===== config.mk =====
export PLATFORM = sky130hd
export DESIGN_NAME = gray_counter_n
export DESIGN_NICKNAME = d
export VERILOG_FILES = /design/src/rtl/gray_pkg.sv /design/src/rtl/gray2bin_n.sv /design/src/rtl/gray_counter_n.sv
export SDC_FILE = /design/constraint.sdc
export NUM_CORES = 1
export LEC_CHECK = 0
export ABC_AREA = 1
export BUFFER_PORTS_ARGS = -buffer_cell sky130_fd_sc_hd__buf_4
export CORE_AREA = 5 5 42 44
export DETAILED_ROUTE_END_ITERATION = 7
export DIE_AREA = 0 0 47 49
export GPL_ROUTABILITY_DRIVEN = 0
export PLACE_DENSITY = 0.65
export SETUP_SLACK_MARGIN = 0.2
export SYNTH_ARGS = -nofsm -noshare
export SYNTH_HDL_FRONTEND = slang
export SYNTH_SLANG_ARGS = --single-unit

===== constraint.sdc =====
create_clock -name Clk -period 2.47 [get_ports Clk]
set_clock_uncertainty 0.15 [all_clocks]
set_input_delay 0.247 -clock Clk [delete_from_list [all_inputs] [get_ports Clk]]
set_output_delay 0.247 -clock Clk [all_outputs]
set_load 0.01 [all_outputs]

===== src/rtl/gray_pkg.sv =====
// Shared definitions for the Gray-code counter family.
//   MODE_WRAP / MODE_SAT : values for the SATURATE parameter of gray_counter_n
//   bin2gray(width, bin)  : reflected Gray encoding of a binary value, masked to width
//   gray2bin(width, gray) : inverse of bin2gray, masked to width
// The functions take up to 16-bit operands and are meant for behavioural checks.
package gray_pkg;

    localparam int MODE_WRAP = 0;
    localparam int MODE_SAT  = 1;

    function automatic logic [15:0] width_mask(input int width);
        return 16'hFFFF >> (16 - width);
    endfunction

    function automatic logic [15:0] bin2gray(input int width, input logic [15:0] bin);
        return (bin ^ (bin >> 1)) & width_mask(width);
    endfunction

    // Each binary bit is the parity of the Gray bits at and above it.
    function automatic logic [15:0] gray2bin(input int width, input logic [15:0] gray);
        logic [15:0] g;
        logic [15:0] b;
        g = gray & width_mask(width);
        b = '0;
        for (int i = 0; i < 16; i++) begin
            b[i] = ^(g >> i);
        end
        return b;
    endfunction

endpackage


===== src/rtl/gray2bin_n.sv =====
// Combinational Gray-to-binary converter.
//   gray : WIDTH-bit reflected Gray code in
//   bin  : WIDTH-bit binary equivalent out
module gray2bin_n
    import gray_pkg::*;
#(
    parameter int WIDTH = 3
) (
    input  logic [WIDTH-1:0] gray,
    output logic [WIDTH-1:0] bin
);

    // Prefix XOR from the MSB down: bin[i] is the parity of gray[WIDTH-1:i].
    always_comb begin
        bin = '0;
        for (int i = 0; i < WIDTH; i++) begin
            bin[i] = ^(gray >> i);
        end
    end

endmodule


===== src/rtl/gray_counter_n.sv =====
// Parametrised up/down Gray-code counter.
//   Clk, Reset_n      : clock and synchronous active-low reset
//   En, Up            : count enable and direction (1 = up)
//   Load, Load_Value  : parallel load of a Gray-coded value (beats En)
//   Clear_Flags       : clears the sticky flags; a same-cycle set wins
//   Output, Binary    : current count in Gray and binary form
//   Overflow          : sticky, up-step attempted from the maximum
//   Underflow         : sticky, down-step attempted from zero
//   Wrap              : one-cycle pulse after a wrapping step
// SATURATE selects MODE_WRAP (roll over) or MODE_SAT (hold at the end value).
module gray_counter_n
    import gray_pkg::*;
#(
    parameter int WIDTH    = 3,
    parameter int SATURATE = MODE_WRAP,
    parameter int INIT     = 0
) (
    input  logic             Clk,
    input  logic             Reset_n,
    input  logic             En,
    input  logic             Up,
    input  logic             Load,
    input  logic [WIDTH-1:0] Load_Value,
    input  logic             Clear_Flags,
    output logic [WIDTH-1:0] Output,
    output logic [WIDTH-1:0] Binary,
    output logic             Overflow,
    output logic             Underflow,
    output logic             Wrap
);

    localparam logic [WIDTH-1:0] CNT_MAX  = {WIDTH{1'b1}};
    localparam logic [WIDTH-1:0] CNT_ZERO = '0;
    localparam logic [WIDTH-1:0] CNT_ONE  = WIDTH'(1);
    localparam logic [WIDTH-1:0] INIT_BIN = WIDTH'(INIT);
    localparam bit               SAT_EN   = (SATURATE == MODE_SAT);

    logic [WIDTH-1:0] cnt_q, cnt_d;
    logic             ovf_q, ovf_d;
    logic             unf_q, unf_d;
    logic             wrap_q, wrap_d;
    logic [WIDTH-1:0] load_bin;

    gray2bin_n #(.WIDTH(WIDTH)) u_load_conv (
        .gray (Load_Value),
        .bin  (load_bin)
    );

    always_comb begin
        cnt_d  = cnt_q;
        // Clear first so that a flag set later in this block overrides it.
        ovf_d  = ovf_q & ~Clear_Flags;
        unf_d  = unf_q & ~Clear_Flags;
        wrap_d = 1'b0;
        if (Load) begin
            cnt_d = load_bin;
        end else if (En) begin
            if (Up) begin
                if (cnt_q == CNT_MAX) begin
                    ovf_d = 1'b1;
                    if (!SAT_EN) begin
                        cnt_d  = CNT_ZERO;
                        wrap_d = 1'b1;
                    end
                end else begin
                    cnt_d = cnt_q + CNT_ONE;
                end
            end else begin
                if (cnt_q == CNT_ZERO) begin
                    unf_d = 1'b1;
                    if (!SAT_EN) begin
                        cnt_d  = CNT_MAX;
                        wrap_d = 1'b1;
                    end
                end else begin
                    cnt_d = cnt_q - CNT_ONE;
                end
            end
        end
    end

    always_ff @(posedge Clk) begin
        if (!Reset_n) begin
            cnt_q  <= INIT_BIN;
            ovf_q  <= 1'b0;
            unf_q  <= 1'b0;
            wrap_q <= 1'b0;
        end else begin
            cnt_q  <= cnt_d;
            ovf_q  <= ovf_d;
            unf_q  <= unf_d;
            wrap_q <= wrap_d;
        end
    end

    assign Binary    = cnt_q;
    assign Output    = cnt_q ^ (cnt_q >> 1);
    assign Overflow  = ovf_q;
    assign Underflow = unf_q;
    assign Wrap      = wrap_q;

endmodule


==> metrics list <==
- For this run, design rule violations remaining after detail routing come to 0.
- The average instance in the mapped netlist occupies 6.15 sq um.
- Clock tree from TritonCTS: yes
* TNS Setup: 0 ns
* Rows: 14
- In this run the worst path has a maximum fanout of 5.
- Status: finished, final reports clean
* GRT overflow: 0
- The clock reaches the later pin of the worst-skew pair after 0.24 ns.
* Post-CTS setup repair buffer count: 0
* Tightest hold margin: 0.114 ns
* Number of vias per cell: 4.36
- Number of enable-type register cells in the synthesized netlist: 0
* Routed wire length: between 900 and 1000 microns
- Largest buffer count on any clock path: 2
- 18 I/O pins were placed.
- Synthesis produced a netlist with a net count of just over 80.
* Minimum setup slack in the final design: 0.843 ns
- The analysis attributes to cell leakage a power of 0.000333 uW.
- The total count of hold-check failures in the final report was 0.
- Share of synthesized flip-flops with an asynchronous set or reset: 0
- In this run the number of H-tree levels came out at 1.
- The setup check on the worst reg-to-reg path leaves a slack of 1.00 ns.
- Placed inst area: about 570 sq um
* Synthesis Warnings: 0
- Measured along the y axis, the die boundary spans approximately 49 microns.
- Headroom to the max-slew limit came out at 0.832.
- The root buffer cell chosen for the clock tree is sky130_fd_sc_hd__clkbuf_4.
- Synthesized instance count: 70
* Top post-synthesis cells by area: sky130_fd_sc_hd__dfxtp_1 (28%), sky130_fd_sc_hd__nand2_1 (19%), sky130_fd_sc_hd__ha_1 (12%)
* Slew of the pin with the lowest slew margin: between 0.2 and 0.3 ns
- Across every metal layer, demand over resource in global routing totals 0.0929.
- STA classifies the critical path startpoint as a flop.
- Dividing the detail-routed wire length by the instance count gives 9.15 microns.
- For this run, the top clock speed supported by timing is between 600 and 700 MHz.
- Worst reg-to-reg path cell count: 6
- Post-route total power: 287 uW
- Detailed placement ended at an HPWL of 815 microns.
* # nets final: 104
- After clock tree synthesis, the clock-pin slew on the worst setup and hold paths is about 0.050 ns.
- Setup violations remaining at the end of the flow were counted as 0.
- After floorplanning, the core was sized to cover 1400 sq um.
* Origin of the worst min-delay path: Clear_Flags
- The startpoint identified for the worst register-to-register timing path is Binary[1].
- Share of the cycle needed by the critical path after routing: 0.659
- Top post-synthesis cells by count: sky130_fd_sc_hd__nand2_1 (22), sky130_fd_sc_hd__inv_1 (13), sky130_fd_sc_hd__a21oi_1 (7), sky130_fd_sc_hd__nor2_1 (7), sky130_fd_sc_hd__dfxtp_1 (6)
- Setup repair after global routing left no endpoint under its margin.
* Most repeated cell in the gate-level netlist after synthesis: sky130_fd_sc_hd__nand2_1
- Power density normalized to cell area: just under 500 nW/um^2
* Min Tclk post-route: 1.63 ns
- Across the VDD grid, the largest voltage drop is 0.000174 V.
* Most common flop cell mapped by yosys: sky130_fd_sc_hd__dfxtp_1
* Starting density of the core: 0.307
* Arrival @ worst endpoint: 1.23 ns
- Clock tree sinks: 6
* Crit path largest cell delay: roughly 0.43 ns
* Worst min-delay path category: input pin to flop
- The number of hold buffers added after CTS was 0.
- Chip width: 47 microns
- Of the synthesized area, sequential elements account for 0.279.
- The slowest stage of the critical path is the sky130_fd_sc_hd__dfxtp_1 cell.
- The die covers 2300 sq um.
- Number of antenna violations at the first check in global routing: 0
- The share of synthesized area in the top cell type comes to 0.279.
- The first global-routing pass estimated 1620 microns of wire.
- Number of vias after detailed routing: around 460
- Maximum number of pins on one net before global-route repair: 8
* Number of cells on the worst hold path: 4
- Worst EP required: 2.07 ns
* Vias in the first global route: 431
- Number of buffers added by the clock tree synthesis step: 3
- The worst setup path is captured at an output port.
* Total standard cell area after synthesis: 430 sq um
- Terminus of the critical flop-to-flop path: Binary[1]
- Counting flops and latches in the post-synthesis netlist gives 6.
* Max-capacitance violation count: 0
- End of the worst hold path: Overflow
- Violation count after the first detailed-routing iteration: 4
* Worst-path cell chain: inv_1 -> ha_1 -> buf_4
- OpenSTA, run right after detailed placement, puts the worst setup slack at 0.991 ns.
- Routed Antenna Nets: 0
- 0 antenna diodes ended up in the layout.
- Buffers placed on the I/O ports in this run total 17.
- Count of distinct cell types in the synthesized netlist: 13
* First-pass DRT Iterations: 4
- The count of pins over their slew limit came to 0.
- Syn-to-layout area delta: 37.8%
- sky130_fd_sc_hd__dfxtp_1 takes more of the synthesized area than any other cell.
* Number of gates given a new drive strength after cts: 0
- With fillers left out, the area of the finished cells amounts to 593 sq um.
- In the final layout, the share of cells above drive strength 1 is 0.247.
- Worst Path Class, Setup: flop to output port
## through the flow
step	utilization	std cells
CTS	0.423	105
detailed placement	0.407	102
floorplan	-	70
global route	0.423	105
global placement	0.407	102
finish	0.423	105
## final cells by class
cell class / count / area [sq um]
Fill cell: 169 / 808
Clock buffer: 3 / 22.5
Multi-Input combinational cell: 50 / 254
Inverter: 13 / 48.8
Sequential cell: 6 / 120
Timing Repair Buffer: 17 / 128
Tap cell: 16 / 20.0
## where the power goes
part           internal (uW)  switching, uW  total, uW  leakage, uW
combinational           41.5           44.2       85.7     0.000270
clock                   55.0           36.0       91.0    0.0000138
sequential               103           7.36        110    0.0000492
## critical path, delay by kind of cell, from the launching register on
family | cells | cell delay, ns
fa+ha+maj | 1 | 0.31
buf+inv | 2 | 0.24
flops | 1 | 0.43
## layer usage
metal  global-route usage  vias up  wire (microns)
met5                    0        -               0
li1                     -      253               -
met1                0.101      192             415
met2                0.161       13             477
met4               0.0415        0               0
met3               0.0221        0              68
## sequential cells by signal, indices dropped and copies added (netlist names)
| name | flops |
|---|---|
| Overflow | 1 |
| Wrap | 1 |
| Underflow | 1 |
| Binary | 3 |
## worst max path at each step
stage	from	endpoint	slack, ns	depth (start not counted)
floorplan	Binary[1]	Binary[1]	1.03	6
global placement	Binary[1]	Binary[1]	1.0	6
detailed placement	Binary[1]	Binary[1]	0.99	6
CTS	Binary[1]	Output[0]	0.83	3
global route	Binary[1]	Output[0]	0.78	3
finish	Binary[1]	Output[0]	0.84	3
## cells by family (layout without fill, tap and decap cells)
| group | count (synthesis) | in the layout | synth area share |
|---|---|---|---|
| AO/OA/AOI/OAI | 10 | 10 | 0.125 |
| XOR/XNOR | 1 | 1 | 0.0204 |
| adder cells (fa/ha/maj) | 4 | 4 | 0.116 |
| buffers and inverters | 14 | 33 | 0.131 |
| flip-flops | 6 | 6 | 0.279 |
| AND/OR/NAND/NOR | 35 | 35 | 0.329 |
## cell usage in the layout, fill, tap and decap left out, drive strengths merged
cell,netlist,final
o21ai,2,2
xor2,1,1
dfxtp,6,6
inv,13,13
nand2,22,22
buf,1,17
nand4,1,1
clkbuf,0,3
nand3,4,4
nor2,8,8
ha,4,4
a21oi,8,8
Power figures use the tool's default switching activity.
